===== config.mk =====
export PLATFORM = sky130hd
export DESIGN_NAME = traffic_light_monitor
export DESIGN_NICKNAME = d
export VERILOG_FILES = /design/src/rtl/tl_pkg.sv /design/src/rtl/tl_lamp_decode.sv /design/src/rtl/traffic_light_monitor.sv
export SDC_FILE = /design/constraint.sdc
export NUM_CORES = 1
export LEC_CHECK = 0
export ABC_AREA = 1
export CAP_MARGIN = 0
export CORE_ASPECT_RATIO = 0.6
export CORE_UTILIZATION = 35
export DETAILED_ROUTE_END_ITERATION = 6
export PLACE_DENSITY = 0.65
export SYNTH_ARGS = -nofsm -noshare
export SYNTH_HDL_FRONTEND = slang
export SYNTH_SLANG_ARGS = --single-unit

===== constraint.sdc =====
create_clock -name clk -period 2 [get_ports clk]
set_input_delay 0.3 -clock clk [delete_from_list [all_inputs] [get_ports clk]]
set_output_delay 0.3 -clock clk [all_outputs]
set_load 0.005 [all_outputs]

===== src/rtl/tl_pkg.sv =====
// Shared constants for the traffic light monitor: lamp codes, phase and fault
// encodings, and monitor state encodings.
package tl_pkg;

  localparam logic [2:0] LAMP_G = 3'b100;
  localparam logic [2:0] LAMP_Y = 3'b010;
  localparam logic [2:0] LAMP_R = 3'b001;

  localparam logic [1:0] PH_G = 2'b00;
  localparam logic [1:0] PH_Y = 2'b01;
  localparam logic [1:0] PH_R = 2'b10;

  localparam logic [2:0] F_NONE    = 3'd0;
  localparam logic [2:0] F_ILLEGAL = 3'd1;
  localparam logic [2:0] F_ORDER   = 3'd2;
  localparam logic [2:0] F_SHORT   = 3'd3;
  localparam logic [2:0] F_LONG    = 3'd4;

  typedef enum logic [2:0] {
    ST_SYNC   = 3'd0,
    ST_GREEN  = 3'd1,
    ST_YELLOW = 3'd2,
    ST_RED    = 3'd3,
    ST_FAULT  = 3'd4
  } mon_state_t;

  function automatic logic [1:0] next_phase(input logic [1:0] ph);
    case (ph)
      PH_G:    return PH_Y;
      PH_Y:    return PH_R;
      default: return PH_G;
    endcase
  endfunction

  function automatic mon_state_t phase_state(input logic [1:0] ph);
    case (ph)
      PH_G:    return ST_GREEN;
      PH_Y:    return ST_YELLOW;
      default: return ST_RED;
    endcase
  endfunction

  // Minimum-dwell bound: a zero or negative window would accept instant changes.
  function automatic int floor1(input int v);
    return (v < 1) ? 1 : v;
  endfunction

endpackage


===== src/rtl/tl_lamp_decode.sv =====
// One-hot lamp bus decoder: maps a legal code to its phase, flags anything else.
module tl_lamp_decode
  import tl_pkg::*;
(
  input  logic [2:0] lamp,
  output logic [1:0] phase,
  output logic       illegal
);

  always_comb begin
    phase   = PH_G;
    illegal = 1'b0;
    case (lamp)
      LAMP_G:  phase = PH_G;
      LAMP_Y:  phase = PH_Y;
      LAMP_R:  phase = PH_R;
      default: illegal = 1'b1;
    endcase
  end

endmodule


===== src/rtl/traffic_light_monitor.sv =====
// Watches the controller's lamp bus, checks phase order and dwell, latches the
// first fault and counts completed G->Y->R->G cycles.
//
//  state  | meaning
//  SYNC   | waiting for green to align with the light cycle
//  GREEN  | green observed, dwell counting
//  YELLOW | yellow observed, dwell counting
//  RED    | red observed, dwell counting
//  FAULT  | first fault latched, outputs frozen until clear
module traffic_light_monitor
  import tl_pkg::*;
#(
  parameter int GREEN_LEN  = 6,
  parameter int YELLOW_LEN = 2,
  parameter int RED_LEN    = 5,
  parameter int TOL        = 0,
  parameter int CNT_W      = 8
) (
  input  logic             clk,
  input  logic             reset,
  input  logic [2:0]       lamp,
  input  logic             clear,
  output logic [1:0]       phase,
  output logic             phase_valid,
  output logic [CNT_W-1:0] dwell,
  output logic             fault,
  output logic [2:0]       fault_code,
  output logic             cycle_done,
  output logic [15:0]      cycle_count
);

  localparam logic [CNT_W-1:0] G_MIN = CNT_W'(floor1(GREEN_LEN - TOL));
  localparam logic [CNT_W-1:0] Y_MIN = CNT_W'(floor1(YELLOW_LEN - TOL));
  localparam logic [CNT_W-1:0] R_MIN = CNT_W'(floor1(RED_LEN - TOL));
  localparam logic [CNT_W-1:0] G_MAX = CNT_W'(GREEN_LEN + TOL);
  localparam logic [CNT_W-1:0] Y_MAX = CNT_W'(YELLOW_LEN + TOL);
  localparam logic [CNT_W-1:0] R_MAX = CNT_W'(RED_LEN + TOL);

  mon_state_t       state;
  logic [2:0]       lamp_q;
  logic             primed;
  logic [1:0]       q_ph;
  logic             q_illegal;
  logic [1:0]       cur_ph;
  logic [CNT_W-1:0] cur_min;
  logic [CNT_W-1:0] cur_max;
  logic [CNT_W-1:0] dwell_inc;
  logic [2:0]       eval_code;

  tl_lamp_decode u_decode (
    .lamp    (lamp_q),
    .phase   (q_ph),
    .illegal (q_illegal)
  );

  // Fault classification; the if-chain order gives illegal > order > short > long.
  always_comb begin
    cur_ph  = PH_G;
    cur_min = G_MIN;
    cur_max = G_MAX;
    case (state)
      ST_YELLOW: begin cur_ph = PH_Y; cur_min = Y_MIN; cur_max = Y_MAX; end
      ST_RED:    begin cur_ph = PH_R; cur_min = R_MIN; cur_max = R_MAX; end
      default:   ;
    endcase
    dwell_inc = (dwell == '1) ? dwell : dwell + CNT_W'(1);
    eval_code = F_NONE;
    if (q_illegal) begin
      eval_code = F_ILLEGAL;
    end else if (state inside {ST_GREEN, ST_YELLOW, ST_RED}) begin
      if (q_ph == cur_ph) begin
        if (dwell == cur_max) eval_code = F_LONG;
      end else if (q_ph != next_phase(cur_ph)) begin
        eval_code = F_ORDER;
      end else if (dwell < cur_min) begin
        eval_code = F_SHORT;
      end
    end
  end

  always_ff @(posedge clk) begin
    if (!reset) begin
      state       <= ST_SYNC;
      lamp_q      <= 3'b000;
      primed      <= 1'b0;
      phase       <= PH_G;
      phase_valid <= 1'b0;
      dwell       <= '0;
      fault       <= 1'b0;
      fault_code  <= F_NONE;
      cycle_done  <= 1'b0;
      cycle_count <= 16'd0;
    end else begin
      lamp_q     <= lamp;
      cycle_done <= 1'b0;
      if (!primed) begin
        primed <= 1'b1;
      end else if (state == ST_FAULT) begin
        if (clear) begin
          state      <= ST_SYNC;
          fault      <= 1'b0;
          fault_code <= F_NONE;
          dwell      <= '0;
          phase      <= PH_G;
        end
      end else if (eval_code != F_NONE) begin
        state       <= ST_FAULT;
        fault       <= 1'b1;
        fault_code  <= eval_code;
        phase_valid <= 1'b0;
      end else if (state == ST_SYNC) begin
        if (q_ph == PH_G) begin
          state       <= ST_GREEN;
          phase       <= PH_G;
          phase_valid <= 1'b1;
          dwell       <= CNT_W'(1);
        end
      end else if (q_ph == cur_ph) begin
        dwell <= dwell_inc;
      end else begin
        state <= phase_state(q_ph);
        phase <= q_ph;
        dwell <= CNT_W'(1);
        if (q_ph == PH_G) begin
          cycle_done <= 1'b1;
          if (cycle_count != 16'hFFFF) cycle_count <= cycle_count + 16'd1;
        end
      end
    end
  end

endmodule


Yosys cells after proc, flatten, opt, wreduce, memory -nomap -nowiden

Index checks and enable logic that the tools add are counted.

Input port bits: 6
Register bits after elaboration: 39
Output and inout port bits: 32

Reduce and logical (&&, ||, !) cells: 16
Bitwise operators: 6
$lt $le $gt $ge: 1
Equal/unequal tests: 21
Muxes and demuxes: 43
Add/subtract/negate cells: 2

Operators by type and width:

| kind                                                             | number |
|---|---|
| 8-bit 2-to-1 mux                                                 | 7 |
| 3-bit 2-to-1 mux                                                 | 12 |
| 2-bit 2-to-1 mux                                                 | 11 |
| 16-bit by 1-bit adder with 16-bit output (second input constant) | 1 |
| 16-bit != test (second input constant)                           | 1 |
| 2-bit one-hot mux with 2 select lines                            | 4 |
| 5-bit AND reduction                                              | 2 |
| 3-bit by 2-bit == test with 1-bit output (second input constant) | 3 |
| 8-bit by 1-bit adder with 8-bit output (second input constant)   | 1 |
| 8-bit == test                                                    | 1 |
| 8-bit == test (second input constant)                            | 1 |
| 8-bit less-than comparator                                       | 1 |
| 1-bit 2-to-1 mux                                                 | 8 |
| 4-bit AND reduction                                              | 2 |
| 7-bit AND reduction                                              | 1 |
| 3-bit by 1-bit == test with 1-bit output (second input constant) | 2 |
| 3-bit == test (second input constant)                            | 2 |
| 1-bit NOT                                                        | 6 |
| 3-bit one-hot mux with 2 select lines                            | 1 |
| 2-bit nonzero test                                               | 3 |
| 3-bit nonzero test                                               | 2 |
| 6-bit OR reduction                                               | 1 |
| 2-bit by 1-bit == test with 1-bit output (second input constant) | 2 |
| 2-bit zero test                                                  | 2 |
| other kinds (11)                                                 | 12 |

Logic depth before layout (Yosys ltp)

Word-level depth: 15
Mapped depth: 16

By module

From an unflattened synthesis, not the netlist that was laid out.

Cell total of the unflattened synthesis: 359
Area, all modules: 2424.8 um^2

Modules (own cells, without submodules):

| module                | cells an instance | sequential area each (um^2) | area each (um^2) | instances |
|---|---|---|---|---|
| traffic_light_monitor | 349               | 780.7                       | 2384.8           | 1 |
| tl_lamp_decode        | 10                | 0.0                         | 40.0             | 1 |

Worst setup path before layout

No wires, ideal clock.

Path type: reg-to-reg
Start point: reg state[2]
End point: reg cycle_count[12]
Stages on the path, launching flop included: 14
Path slack: -0.068 ns
Buffers on the path: 1
Arrival time: 1.997 ns
Cells stage by stage: dfxtp_1 inv_2 nand2_1 nor2_2 ha_1 or2_2 nor2_1 nand3_1 o21ai_1 nor2_4 nand3_4 buf_6 nand2_1 a21oi_1

Longest elaborated chain between the ends: 15
Elaborated cells between the ends (all ways): 30
Those cells by class: 1 x order compare; 8 x eq/ne; 12 x mux; 4 x bitwise; 5 x reduce/logical

RTL lines:

| element                                                                     | RTL line                                                 | source |
|---|---|---|
| start, declared                                                             | traffic_light_monitor.sv:39                              | `mon_state_t state;` |
| start signal, assigned                                                      | traffic_light_monitor.sv:121                             | `state <= phase_state(q_ph);` |
| 3-bit by 2-bit == test with 1-bit output                                    | traffic_light_monitor.sv:61, traffic_light_monitor.sv:70 |  |
| 2-bit one-hot mux with 2 select lines                                       | traffic_light_monitor.sv:61                              | `case (state)` |
| 2-bit by 1-bit == test with 1-bit output or 2-bit zero test (tied branches) | tl_pkg.sv:28                                             | `case (ph)` |
| 2-bit one-hot mux with 2 select lines                                       | tl_pkg.sv:28                                             |  |
| 2-bit 2-to-1 mux                                                            | traffic_light_monitor.sv:71                              | `if (q_ph == cur_ph) begin` |
| 2-bit 2-to-1 mux                                                            | traffic_light_monitor.sv:70                              | `end else if (state inside {ST_GREEN, ST_YELLOW, ST_RED}) begin` |
| 2-bit 2-to-1 mux                                                            | traffic_light_monitor.sv:68                              | `if (q_illegal) begin` |
| 2-bit != test                                                               | traffic_light_monitor.sv:73                              | `end else if (q_ph != next_phase(cur_ph)) begin` |
| 2-bit 2-to-1 mux                                                            | traffic_light_monitor.sv:73                              |  |
| 3-bit 2-to-1 mux                                                            | traffic_light_monitor.sv:71                              |  |
| 3-bit 2-to-1 mux                                                            | traffic_light_monitor.sv:70                              |  |
| 3-bit 2-to-1 mux                                                            | traffic_light_monitor.sv:68                              |  |
| 3-bit nonzero test                                                          | traffic_light_monitor.sv:106                             | `end else if (eval_code != F_NONE) begin` |
| 1-bit NOT (no source line)                                                  | --                                                       |  |
| 7-bit AND reduction (no source line) (*)                                    | --                                                       |  |
| end signal, assigned                                                        | traffic_light_monitor.sv:126                             | `if (cycle_count != 16'hFFFF) cycle_count <= cycle_count + 16'd1;` |
| end, declared                                                               | traffic_light_monitor.sv:29                              | `output logic [15:0] cycle_count` |

Every way passes the cells marked *; elsewhere a longest branch is shown, timed or not. The select of a mux whose other input is x is not followed.
A chain may end at the register's enable or synchronous reset.

Final worst setup path

Start point: reg state[1]
End point: reg cycle_count[10]

The elaborated chain is that of the path after synthesis.

==> reports/results.ini <==
[clock_network]
cts_num_sinks=39
cts_tree=done
ctsHoldBuffers=0
cts_buffers=5
root_buffer=clkbuf_8
cts_max_level=2
cts_max_path_buffers=2
path_clk_slew_ns=0.08
insertion_delay_ns=0.29

[timing]
slew_headroom_pct=58.6
maxSlewViolCount=0
fin_setup_tns_ns=-0.632
fin_crit_ns=2.08
grt_setup_unrepaired=true
fmax_ghz=0.481
worstMarginPinSlew_ns=0.621
fin_skew_ns=0.00715
timing.final.crit_share_pct=104
finalSetupViolations=23
layout_setup_ws_ns=-0.0797
hold_violations=0

[final_layout]
antenna_cells=0
finalInstanceArea_um2=3610
syn_to_final_growth_pct=53.6
nets=448
fill_cells=575
drive_above_1_share_pct=30.4

[route]
drt_iter0_markers=251
drc=0
firstDrtPassIters=5
drt_wl_total_mm=7.34
vias=2626
wl_per_cell_um=14.1
viasPerCell=5.03
antenna_left=0

[logic_synthesis]
yosys.area.top_type=dfxtp_1
synth_compound_area_share_pct=8.09
syn_area_um2=2350
synthAdderAreaFrac_pct=2.66
synth_top_family_by_area=simple AND/OR/NAND/NOR gates
ys_types=28
synth-seq-cells=39
synth_mux_area_share_pct=0
syn_avg_cell_area_um2=6.60
synth.top_cell.area_share_pct=33.2
synth_xor_area_share_pct=4.85
ys.flop_type=dfxtp_1
synth_nets=367
synthSimpleGateAreaFrac_pct=42.5
ys_warn_count=0
synth_seq_area_share_pct=33.2
synth.most_common_cell=nand2_1
synth_edf_count=0
async_flop_share_pct=0
synth_common_cells=nand2_1, nor2_1, dfxtp_1
ys_top_cells_by_area=dfxtp_1, nand2_1, nand3_1
synthCells=356

[placed_design]
placed_area_um2=3020
post-place-ws_ns=-0.169
gp_congestion=0.900
numPortBuffers=37
place_hpwl_mm=4.99

[pwr]
peakVddDrop_uv=374
finalPower_uw=2090
p_leak_uw=0.00143
powerDensity_nw_per_um2=579

[die]
core_um2=6300
start_util_pct=37.3
die-area_um2=7060
ios=38
rows=22
fp.dieW_um=108
die_y_um=65.5

[critical_path]
cp.required_ns=2.23
cp-start-kind=register
critPathCaptureType=register
cp.arrival_ns=2.31
rr_worst_depth=16
crit_type=reg2reg
critPathMaxFanout=5

[status]
failed_checks=setup timing
status=finished with violations

[min_path]
holdPathStages=2
holdCritPathClass=reg2reg

[grt]
antenna_found_initial=0
gr-usage-met2_pct=30.6
use_met3_pct=5.85
busiest_layer=met1
grt_use_total_pct=21.3
overflow=0
use_met1_pct=31.8
grt_pass1_vias=2428
grt_max_degree=29
grt_pass1_wl_mm=11.8

[run]
drv_cap=0

## repair_timing
action,CTS,global route
buffers inserted,11,3
setup endpoints to repair,34,34
cloned,0,1
resized for setup,28,69
pin swaps,16,28
## critical path, stage by stage, from the launching register on
cell     delay, ns
dfxtp_4       0.38
nand2_4       0.09
nor2_4        0.04
ha_4          0.26
inv_2         0.03
o21ai_2       0.13
nand2_2       0.08
nand2_1       0.09
nand3_2       0.09
nand2_4       0.10
inv_4         0.04
nor2_4        0.15
nand3_4       0.15
buf_12        0.18
nor2_4        0.10
nor2_2        0.04
nor2_1        0.09
## final timing paths
| check | slack (ns) | to | startpoint |
|---|---|---|---|
| worst max register to register | -0.08 | cycle_count[10] | state[1] |
| worst min-delay path | 0.46 | fault_code[1] | fault_code[1] |
| worst max-delay path | -0.08 | cycle_count[10] | state[1] |
| worst min register to register | 0.46 | fault_code[1] | fault_code[1] |
## stage by stage
| step | hold slack, ns | util (%) | std cells |
|---|---|---|---|
| 6_report | 0.462 | 57.2 | 522 |
| 5_1_grt | 0.480 | 57.2 | 522 |
| 2_1_floorplan | 0.328 | - | 356 |
| 3_5_place_dp | 0.455 | 47.9 | 501 |
| 4_1_cts | 0.468 | 52.9 | 520 |
| 3_3_place_gp | 0.449 | 47.9 | 501 |
## placed cells by master, fill, tap and decap left out, drive strengths merged
master	instances
a21oi	29
inv	43
or2	2
clkdlybuf4s50	37
xnor2	3
bufinv	2
clkbuf	7
nor3b	3
buf	43
o21ai	9
nor3	8
nand3	36
xor2	10
nand2	86
nor2	53
ha	5
dfxtp	39
nand4	21
nor4	2
## state kept, by name, summed over array words and instances (netlist names)
register,count
state,3
cycle_done,1
dwell,8
cycle_count,16
phase,2
fault_code,3
fault,1
phase_valid,1
primed,1
lamp_q,3
## layer usage
metal	routed length, um	part of all wire (%)	vias up
met5	0	0	-
met4	29	0.40	0
met3	574	7.8	2
met2	3050	42	114
met1	3680	50	1179
li1	-	-	1331
## cell type report
cell class / instances / area (um2) / share of cell area [%]
clock inverter: 2 / 60.1 / 1.66
clock buffer: 6 / 72.6 / 2.01
inverter: 43 / 174 / 4.82
sequential: 39 / 795 / 22.0
tap: 84 / 105 / 2.91
timing repair buffer: 81 / 761 / 21.1
multi-input combinational: 267 / 1640 / 45.5
## cells by family (layout without fill, tap and decap cells)
group | after synthesis | after routing
buf+inv | 50 | 132
fa+ha+maj | 5 | 5
simple gates | 211 | 211
flops | 39 | 39
compound gates | 38 | 38
xor+xnor | 13 | 13
## where the power goes
part | total (uW) | internal, uW | switching, uW
Combinational | 476 | 209 | 268
Clock | 776 | 499 | 277
Sequential | 839 | 804 | 34.1
Power figures use the tool's default switching activity.
